$ cat config.mk
export PLATFORM = sky130hd
export DESIGN_NAME = pipe_scroller_flat
export DESIGN_NICKNAME = d
export VERILOG_FILES = /design/src/rtl/pipe_scroller_if.sv /design/src/rtl/pipe_scroller.sv /design/src/flat_wrapper.sv
export SDC_FILE = /design/constraint.sdc
export NUM_CORES = 1
export LEC_CHECK = 0
export CORE_AREA = 8 8 201 203
export CTS_CLUSTER_SIZE = 25
export DETAILED_ROUTE_END_ITERATION = 16
export DIE_AREA = 0 0 209 211
export GPL_ROUTABILITY_DRIVEN = 0
export GPL_TIMING_DRIVEN = 0
export HOLD_SLACK_MARGIN = 0.06
export PLACE_DENSITY = 0.73
export SYNTH_ARGS = -nofsm -noshare
export SYNTH_HDL_FRONTEND = slang
export SYNTH_SLANG_ARGS = --single-unit
$ cat constraint.sdc
create_clock -name clk -period 21.5 [get_ports clk]
set_input_delay 4.3 -clock clk [delete_from_list [all_inputs] [get_ports clk]]
set_output_delay 4.3 -clock clk [all_outputs]
set_load 0.1 [all_outputs]
$ cat src/rtl/pipe_scroller_if.sv
// Pipe-pattern interface between the pipe generator / game controller (master)
// and the playfield scroller (slave).
interface pipe_scroller_if #(
  parameter int SCORE_W = 8
);
  // start and tick are single-cycle strobes. pipe_in must be stable in the cycle
  // a tick is taken in INSERT. pipe_req is a single-cycle request, raised the
  // cycle after a column was inserted, for the next pattern. No backpressure.
  logic                start;
  logic                tick;
  logic [3:0]          bird_row;
  logic [15:0][15:0]   pipe_in;
  logic                pipe_req;
  logic [15:0][15:0]   field;
  logic [3:0]          gap_row;
  logic                gap_valid;
  logic                collision;
  logic [SCORE_W-1:0]  score;
  logic [1:0]          state;

  modport master (
    output start, tick, bird_row, pipe_in,
    input  pipe_req, field, gap_row, gap_valid, collision, score, state
  );

  modport slave (
    input  start, tick, bird_row, pipe_in,
    output pipe_req, field, gap_row, gap_valid, collision, score, state
  );
endinterface

$ cat src/rtl/pipe_scroller.sv
// Scrolls the 16x16 playfield one column left per tick, inserting a pipe column
// every SPACING+1 ticks; tracks bird collisions and the pipes-passed score.
module pipe_scroller #(
  parameter int SPACING  = 4,
  parameter int BIRD_COL = 12,
  parameter int SCORE_W  = 8
) (
  input  logic           clk,
  input  logic           reset,
  pipe_scroller_if.slave pif
);
  localparam int CW = $clog2(SPACING + 1);
  localparam logic [SCORE_W-1:0] SCORE_MAX = '1;

  typedef enum logic [1:0] {
    IDLE   = 2'd0,
    GAP    = 2'd1,
    INSERT = 2'd2,
    OVER   = 2'd3
  } state_t;

  state_t             state_q;
  logic [CW-1:0]      gap_cnt;
  logic [15:0][15:0]  field_q;
  logic [15:0][15:0]  field_nx;
  logic [SCORE_W-1:0] score_q;
  logic               coll_q;
  logic               req_q;
  logic [15:0]        col;
  logic [3:0]         gap_row;
  logic               found;
  logic               run;
  logic               hit;

  // Shifted field: only bit 0 of each generator row is ever consumed.
  always_comb begin
    col      = '0;
    field_nx = '0;
    for (int r = 0; r < 16; r++) begin
      col[r]      = field_q[r][BIRD_COL];
      field_nx[r] = {field_q[r][14:0], (state_q == INSERT) ? pif.pipe_in[r][0] : 1'b0};
    end
  end

  always_comb begin
    gap_row = '0;
    found   = 1'b0;
    for (int r = 0; r < 16; r++) begin
      if (!found && !col[r]) begin
        gap_row = 4'(r);
        found   = 1'b1;
      end
    end
    if (col == '0) gap_row = '0;
  end

  assign run = (state_q == GAP) || (state_q == INSERT);
  assign hit = field_q[pif.bird_row][BIRD_COL];

  always_ff @(posedge clk or posedge reset) begin
    if (reset) begin
      state_q <= IDLE;
      gap_cnt <= '0;
      field_q <= '0;
      score_q <= '0;
      coll_q  <= 1'b0;
      req_q   <= 1'b0;
    end else begin
      req_q <= 1'b0;
      if (pif.start) begin
        field_q <= '0;
        score_q <= '0;
        coll_q  <= 1'b0;
        gap_cnt <= CW'(SPACING);
        state_q <= GAP;
      end else if (run) begin
        // A hit freezes the field: any coincident tick is dropped.
        if (hit) begin
          coll_q  <= 1'b1;
          state_q <= OVER;
        end else if (pif.tick) begin
          field_q <= field_nx;
          if ((col != '0) && (score_q != SCORE_MAX)) score_q <= score_q + SCORE_W'(1);
          if (state_q == INSERT) begin
            gap_cnt <= CW'(SPACING);
            state_q <= GAP;
            req_q   <= 1'b1;
          end else begin
            gap_cnt <= gap_cnt - CW'(1);
            if (gap_cnt == CW'(1)) state_q <= INSERT;
          end
        end
      end
    end
  end

  assign pif.field     = field_q;
  assign pif.score     = score_q;
  assign pif.collision = coll_q;
  assign pif.pipe_req  = req_q;
  assign pif.state     = state_q;
  assign pif.gap_row   = gap_row;
  assign pif.gap_valid = (col != '0);
endmodule

$ cat src/flat_wrapper.sv
// flat-port wrapper written by rule: the top's interface ports become plain ports
module pipe_scroller_flat 
#(
  parameter int SPACING  = 4,
  parameter int BIRD_COL = 12,
  parameter int SCORE_W  = 8
)
  (clk, reset, pif_start, pif_tick, pif_bird_row, pif_pipe_in, pif_pipe_req, pif_field, pif_gap_row, pif_gap_valid, pif_collision, pif_score, pif_state);
  pipe_scroller_if #(.SCORE_W(SCORE_W)) pif_i ();
  input  logic clk;
  input  logic reset;
  input wire logic [$bits(pif_i.start)-1:0] pif_start;
  input wire logic [$bits(pif_i.tick)-1:0] pif_tick;
  input wire logic [$bits(pif_i.bird_row)-1:0] pif_bird_row;
  input wire logic [$bits(pif_i.pipe_in)-1:0] pif_pipe_in;
  output wire logic [$bits(pif_i.pipe_req)-1:0] pif_pipe_req;
  output wire logic [$bits(pif_i.field)-1:0] pif_field;
  output wire logic [$bits(pif_i.gap_row)-1:0] pif_gap_row;
  output wire logic [$bits(pif_i.gap_valid)-1:0] pif_gap_valid;
  output wire logic [$bits(pif_i.collision)-1:0] pif_collision;
  output wire logic [$bits(pif_i.score)-1:0] pif_score;
  output wire logic [$bits(pif_i.state)-1:0] pif_state;
  assign pif_i.start = pif_start;
  assign pif_i.tick = pif_tick;
  assign pif_i.bird_row = pif_bird_row;
  assign pif_i.pipe_in = pif_pipe_in;
  assign pif_pipe_req = pif_i.pipe_req;
  assign pif_field = pif_i.field;
  assign pif_gap_row = pif_i.gap_row;
  assign pif_gap_valid = pif_i.gap_valid;
  assign pif_collision = pif_i.collision;
  assign pif_score = pif_i.score;
  assign pif_state = pif_i.state;
  pipe_scroller #(.SPACING(SPACING), .BIRD_COL(BIRD_COL), .SCORE_W(SCORE_W)) u_core (.clk(clk), .reset(reset), .pif(pif_i));
endmodule
==> results of run 1 <==
per-layer routing:
layer / vias up / wire length, µm / track usage
met4: 4 / 1210 / 0.0620
met2: 406 / 18600 / 0.281
met5: - / 23 / 0
met3: 69 / 4280 / 0.0687
met1: 4935 / 16300 / 0.218
li1: 4748 / - / -
flip-flops by register name (all words and copies together) (netlist names):
signal and flops:
u_core.pif.pipe_req 1, u_core.pif.state 2, u_core.pif.collision 1, u_core.pif.field 256, u_core.gap_cnt 3, u_core.pif.score 8
path summary, 6_finish.rpt:
kind | slack (ns) | endpoint | start | depth (start not counted)
worst min register to register | 0.52 | u_core.pif.collision$_DFFE_PP0P_ | u_core.pif.collision$_DFFE_PP0P_ | 2
worst max register to register | 17.71 | u_core.pif.field[238]$_DFFE_PP0P_ | u_core.pif.field[220]$_DFFE_PP0P_ | 8
worst max-delay path | 13.86 | pif_gap_row[0] | u_core.pif.field[12]$_DFFE_PP0P_ | 6
worst min-delay path | 0.52 | u_core.pif.collision$_DFFE_PP0P_ | u_core.pif.collision$_DFFE_PP0P_ | 2
max in group asynchronous | 16.29 | u_core.pif.field[19]$_DFFE_PP0P_ | reset | 3
min in group asynchronous | 4.24 | u_core.pif.field[138]$_DFFE_PP0P_ | reset | 2
logic make-up after synthesis:
group                      after synthesis  synth area share
xor gates and xnor gates                 1          0.000789
muxes                                    5            0.0108
adders and majority gates                4           0.00451
AOI/OAI and AO/OA                      289             0.132
and+or+nand+nor                        572             0.203
buffers and inverters                  102            0.0372
DFF                                    271             0.611
stage by stage:
step / utilization / instances / area [µm²]
finish: 0.422 / 2068 / 15700
detailed placement: 0.396 / 2015 / 14700
global placement: 0.394 / 2013 / 14600
floorplan: - / 1244 / 11100
CTS: 0.422 / 2066 / 15700
global route: 0.422 / 2068 / 15700
layout by cell type (no fill, tap or decap), types with 2 or more instances in the layout:
cell type	n
nor2_1	10
bufinv_16	2
buf_2	12
clkbuf_16	31
nand2_1	513
nand3_1	23
dfrtp_1	271
diode_2	2
buf_16	2
buf_6	2
nand4_1	3
inv_8	2
clkbuf_8	4
mux4_1	2
inv_1	10
and4_1	3
mux4_2	3
clkbuf_1	81
clkinv_2	5
clkinvlp_4	3
ha_1	4
clkdlybuf4s50_1	295
o21ai_0	10
a31oi_1	2
nor3_1	2
nor4_1	5
a21oi_1	270
or3_1	6
cell type report:
cell class | instances | share of cell area
tap | 474 | 0.0378
buffer | 91 | 0.0237
sequential | 271 | 0.432
multi-input combinational | 871 | 0.249
timing repair buffer | 297 | 0.192
inverter | 11 | 0.00311
antenna | 2 | 0.000319
clock inverter | 12 | 0.00814
clock buffer | 39 | 0.0539
worst max-delay path, delay by kind of cell, from the launching register on:
family	cells	cell delay, ns
buf+inv	1	1.20
flops	1	0.60
simple gates	3	0.54
compound gates	2	0.42
synthesized netlist by cell type, drive strengths merged:
cell	instances	area, µm²
a21oi	270	1350
or4	2	18.8
nand3	23	115
nand3b	1	7.51
or2	1	6.26
o22ai	1	6.26
o31ai	1	7.51
ha	4	50.1
a211oi	1	7.51
o31a	1	8.76
o21ai	10	50.1
or3	6	37.5
and4	3	26.3
dfrtp	271	6780
clkbuf	77	289
xnor2	1	8.76
and3	1	6.26
a221o	1	10.0
a31oi	2	12.5
nor4	5	31.3
buf	14	82.6
nand2	513	1930
inv	11	41.3
nor3	2	10.0
a2111oi	1	8.76
nand4	3	18.8
nand4b	1	8.76
nor2b	1	6.26
mux4	5	120
o21a	1	7.51
nor2	10	37.5
power by group:
part	internal [W]	switching (W)
Sequential	0.000511	0.000000603
Combinational	0.0000111	0.0000487
Clock	0.000299	0.000214
Total	0.000821	0.000264
==> run_results.csv, run 1 <==
group,metric,value,unit
status,outcome,"finished, final reports clean",
global_routing,grt_pass1_vias,10200,
finish,regArea,0.00678,mm²
synthesis,syn_avg_cell_area,8.92,µm²
global_routing,antenna_found_initial,5,
power_and_ir_drop,power,0.00108,W
route,drtIter0Drc,635,
finish,nFillCells,3623,
die,start_util,0.299,
power_and_ir_drop,leakagePower,6.13,nW
die,core,0.0371,mm²
timing,fmax,131,MHz
synthesis,synth_seq_cells,271,
hold_path,hold_class,"reg -> reg",
clock_tree,cts_buffers,30,
place,port_buffers,295,
timing,timing.final.ws_setup,13.86,ns
worst_setup_path,crit_path_max_incr_delay,1.20,ns
route,drc,0,
global_routing,gr-total-overflow,0,
clock_tree,post_cts_buffers,0,
global_routing,grt_pass1_wl,61300,µm
clock_tree,clk_latency,0.57,ns
finish,nNetsFinal,1841,
power_and_ir_drop,powerDensity,69.2,mW/mm²
synthesis,synthCells,1244,
die,die_h,211,µm
clock_tree,cts_tree,"yes",
job,max-cap-violations,0,
clock_tree,cts_buffer_depth,3,
power_and_ir_drop,ir_drop,0.0000584,V
synthesis,ys_seq_area_frac,0.611,
timing,worstMarginPinSlew,1.16,ns
die,die_w,209,µm
global_routing,grt_max_degree,107,
timing,fin_crit_sh,0.356,
route,post_drt_wl_per_cell,19.5,µm
clock_tree,cts_sinks,271,
timing,hold_ws,0.518,ns
timing,finalHoldViolations,0,
worst_setup_path,cp_cell_sequence,"nand4_1 > nor2_1 > nand3_1 > a211oi_1 > a221o_1 > clkdlybuf4s50_1",
worst_setup_path,endpoint_kind,"output port",
worst_setup_path,critPathLaunchType,"register",
timing,setup_viol,0,
finish,multi_input_comb_area,0.00391,mm²
timing,rsz0062_at_grt,"no",
route,drtPass1Iterations,5,
route,final_antenna_net_count,0,
synthesis,ys_types,34,
synthesis,syn_nets,1512,
timing,setup_tns,0,ns
worst_setup_path,cp_max_fo,8,
die,dieArea,0.0441,mm²
clock_tree,ctsHoldBuffers,0,
clock_tree,path_clk_slew,0.07,ns
clock_tree,cts-root-buf,"clkbuf_16",
finish,drive_above_1_share,0.0433,
timing,skew,0.0147,ns
worst_setup_path,worstPathRequired,17.20,ns
place,hpwl,29900,µm
worst_setup_path,worstSetupPathType,"reg -> out",
route,wl,40400,µm
route,routed_via_density,4.91,
synthesis,netlist_area,0.0111,mm²
clock_tree,h-tree-depth,1,
die,rows,71,
die,pin_count,537,
clock_tree,ctsResizeCount,0,
synthesis,ys.warnings.count,0,
worst_setup_path,slowest_stage,"clkdlybuf4s50_1",
finish,area_growth,41.3,%
place,place_ws,13.23,ns
global_routing,grt_usage,0.177,
timing,drv_slew,0,
timing,final.min_clock_period,7.64,ns
route,vias,10200,
worst_setup_path,worstPathArrival,3.34,ns
timing,relSlewSlack,0.221,
Power figures use the tool's default switching activity.
==> run 2, diff against run 1 <==
==> constraint.sdc (replaced) <==
create_clock -name clk -period 7.37 [get_ports clk]
set_input_delay 1.474 -clock clk [delete_from_list [all_inputs] [get_ports clk]]
set_output_delay 1.474 -clock clk [all_outputs]
set_load 0.1 [all_outputs]
==> run_results.csv, run 2 (synthesized netlist as in run 1, its figures left out) <==
group,metric,value,unit
status,outcome,"finished, final reports clean",
place,port_buffers,295,
finish,nNetsFinal,1846,
worst_setup_path,cp_max_fo,8,
global_routing,grt_pass1_vias,10200,
clock_tree,cts_sinks,271,
route,wl,40700,µm
finish,fin_util,0.427,
power_and_ir_drop,leakagePower,6.23,nW
clock_tree,ctsHoldBuffers,0,
timing,worstMarginPinSlew,1.17,ns
power_and_ir_drop,pwr-share-comb,0.055,
global_routing,grt_usage,0.177,
clock_tree,ctsResizeCount,0,
power_and_ir_drop,powerDensity,206,mW/mm²
power_and_ir_drop,sw_frac_of_total,0.233,
place,dp.cells,2020,
die,dieArea,0.0441,mm²
finish,final_cell_mix,"513 x nand2_1, 295 x clkdlybuf4s50_1, 271 x dfrtp_1",
power_and_ir_drop,clkPwrFrac,0.489,
timing,setup_tns,0,ns
worst_setup_path,worstSetupStartpoint,"u_core.pif.field[12]$_DFFE_PP0P_",
die,start_util,0.299,
die,die_h,211,µm
finish,largest_reg_flops,256,
power_and_ir_drop,ir_drop,0.000155,V
clock_tree,cts_buffers,30,
worst_setup_path,rr_startpoint,"u_core.pif.field[108]$_DFFE_PP0P_",
finish,layoutNonFillerInstCount,2077,
clock_tree,cts_buffer_depth,3,
die,pin_count,537,
timing,fmax,208,MHz
worst_setup_path,worstPathArrival,3.34,ns
route,drtPass1Iterations,5,
global_routing,grt_max_degree,43,
route,drtIter0Drc,551,
timing,setup_viol,0,
worst_setup_path,endpoint_kind,"output port",
clock_tree,clk_latency,0.57,ns
route,routed_via_density,4.92,
clock_tree,cts-root-buf,"clkbuf_16",
timing,finalHoldViolations,0,
place,hpwl,29900,µm
power_and_ir_drop,p_switching,0.000764,W
clock_tree,post_cts_buffers,0,
power_and_ir_drop,internal_power,0.00251,W
finish,finalInstanceArea,0.0159,mm²
timing,relSlewSlack,0.219,
global_routing,antenna_found_initial,4,
worst_setup_path,worstSetupPathType,"reg -> out",
die,rows,71,
place,place_area,0.0148,mm²
finish,area_growth,43.0,%
clock_tree,cts_tree,"yes",
finish,layout_commonest_cell,"nand2_1",
worst_setup_path,worstPathRequired,5.90,ns
place,place_ws,1.93,ns
route,drc,0,
timing,final.min_clock_period,4.81,ns
worst_setup_path,critPathLaunchType,"register",
route,vias,10200,
clock_tree,h-tree-depth,1,
power_and_ir_drop,power_frac_seq,0.455,
hold_path,hold_class,"reg -> reg",
timing,rsz0062_at_grt,"no",
finish,drive_above_1_share,0.0500,
timing,fin_crit_sh,0.653,
global_routing,grt_pass1_wl,61600,µm
timing,skew,0.0167,ns
global_routing,gr-total-overflow,0,
die,die_w,209,µm
hold_path,min_from,"u_core.pif.collision$_DFFE_PP0P_",
timing,timing.final.ws_setup,2.56,ns
clock_tree,path_clk_slew,0.06,ns
job,max-cap-violations,0,
route,final_antenna_net_count,0,
finish,nFillCells,3539,
die,core,0.0371,mm²
timing,drv_slew,0,
route,post_drt_wl_per_cell,19.6,µm
-- run 2: path summary, 6_finish.rpt --
| path | cells past startpoint | slack [ns] | endpoint |
|---|---|---|---|
| setup / recovery | 6 | 2.56 | pif_gap_row[0] |
| hold / removal | 2 | 0.51 | u_core.pif.collision$_DFFE_PP0P_ |
| setup reg to reg | 8 | 3.64 | u_core.pif.field[144]$_DFFE_PP0P_ |
| hold reg to reg | 2 | 0.51 | u_core.pif.collision$_DFFE_PP0P_ |
| max in group asynchronous | 6 | 4.81 | u_core.pif.field[19]$_DFFE_PP0P_ |
| min in group asynchronous | 2 | 1.26 | u_core.pif.field[166]$_DFFE_PP0P_ |
-- run 2: routing by layer --
| layer | wire (µm) | part of all wire | track usage |
|---|---|---|---|
| met2 | 18700 | 0.46 | 0.282 |
| met5 | 13 | 0.00032 | 0 |
| met4 | 1230 | 0.030 | 0.0605 |
| met3 | 4150 | 0.10 | 0.0706 |
| met1 | 16600 | 0.41 | 0.217 |
-- run 2: through the flow --
step,hold WS (ns),power [W]
3_3_place_gp,0.481,0.00169
2_1_floorplan,0.497,0.00162
3_5_place_dp,0.488,0.00170
5_1_grt,0.547,0.00339
4_1_cts,0.503,0.00332
6_report,0.509,0.00328
-- run 2: worst max-delay path: stages, from the launching register on --
cell and delay [ns]:
dfrtp_1 0.57, nand4_1 0.22, nor2_1 0.19, nand3_1 0.12, a211oi_1 0.31, a221o_1 0.18, clkdlybuf4s50_1 1.19
-- run 2: area by class of cell --
type	instances	area (µm²)	share of cell area
timing repair buffer	302	3090	0.195
inverter	11	45.0	0.00284
clock inverter	10	133	0.00835
antenna	3	7.51	0.000473
clock buffer	44	945	0.0595
multi-input combinational	871	3910	0.246
buffer	91	372	0.0234
tap	474	593	0.0374
sequential	271	6780	0.427
-- run 2: power groups by stage --
stage	sequential, W	combinational, W	clock (W)
6_report	0.00149	0.000181	0.00160
5_1_grt	0.00149	0.000202	0.00170
4_1_cts	0.00149	0.000185	0.00164
3_5_place_dp	0.00152	0.000185	0
3_3_place_gp	0.00152	0.000172	0
2_1_floorplan	0.00152	0.000102	0
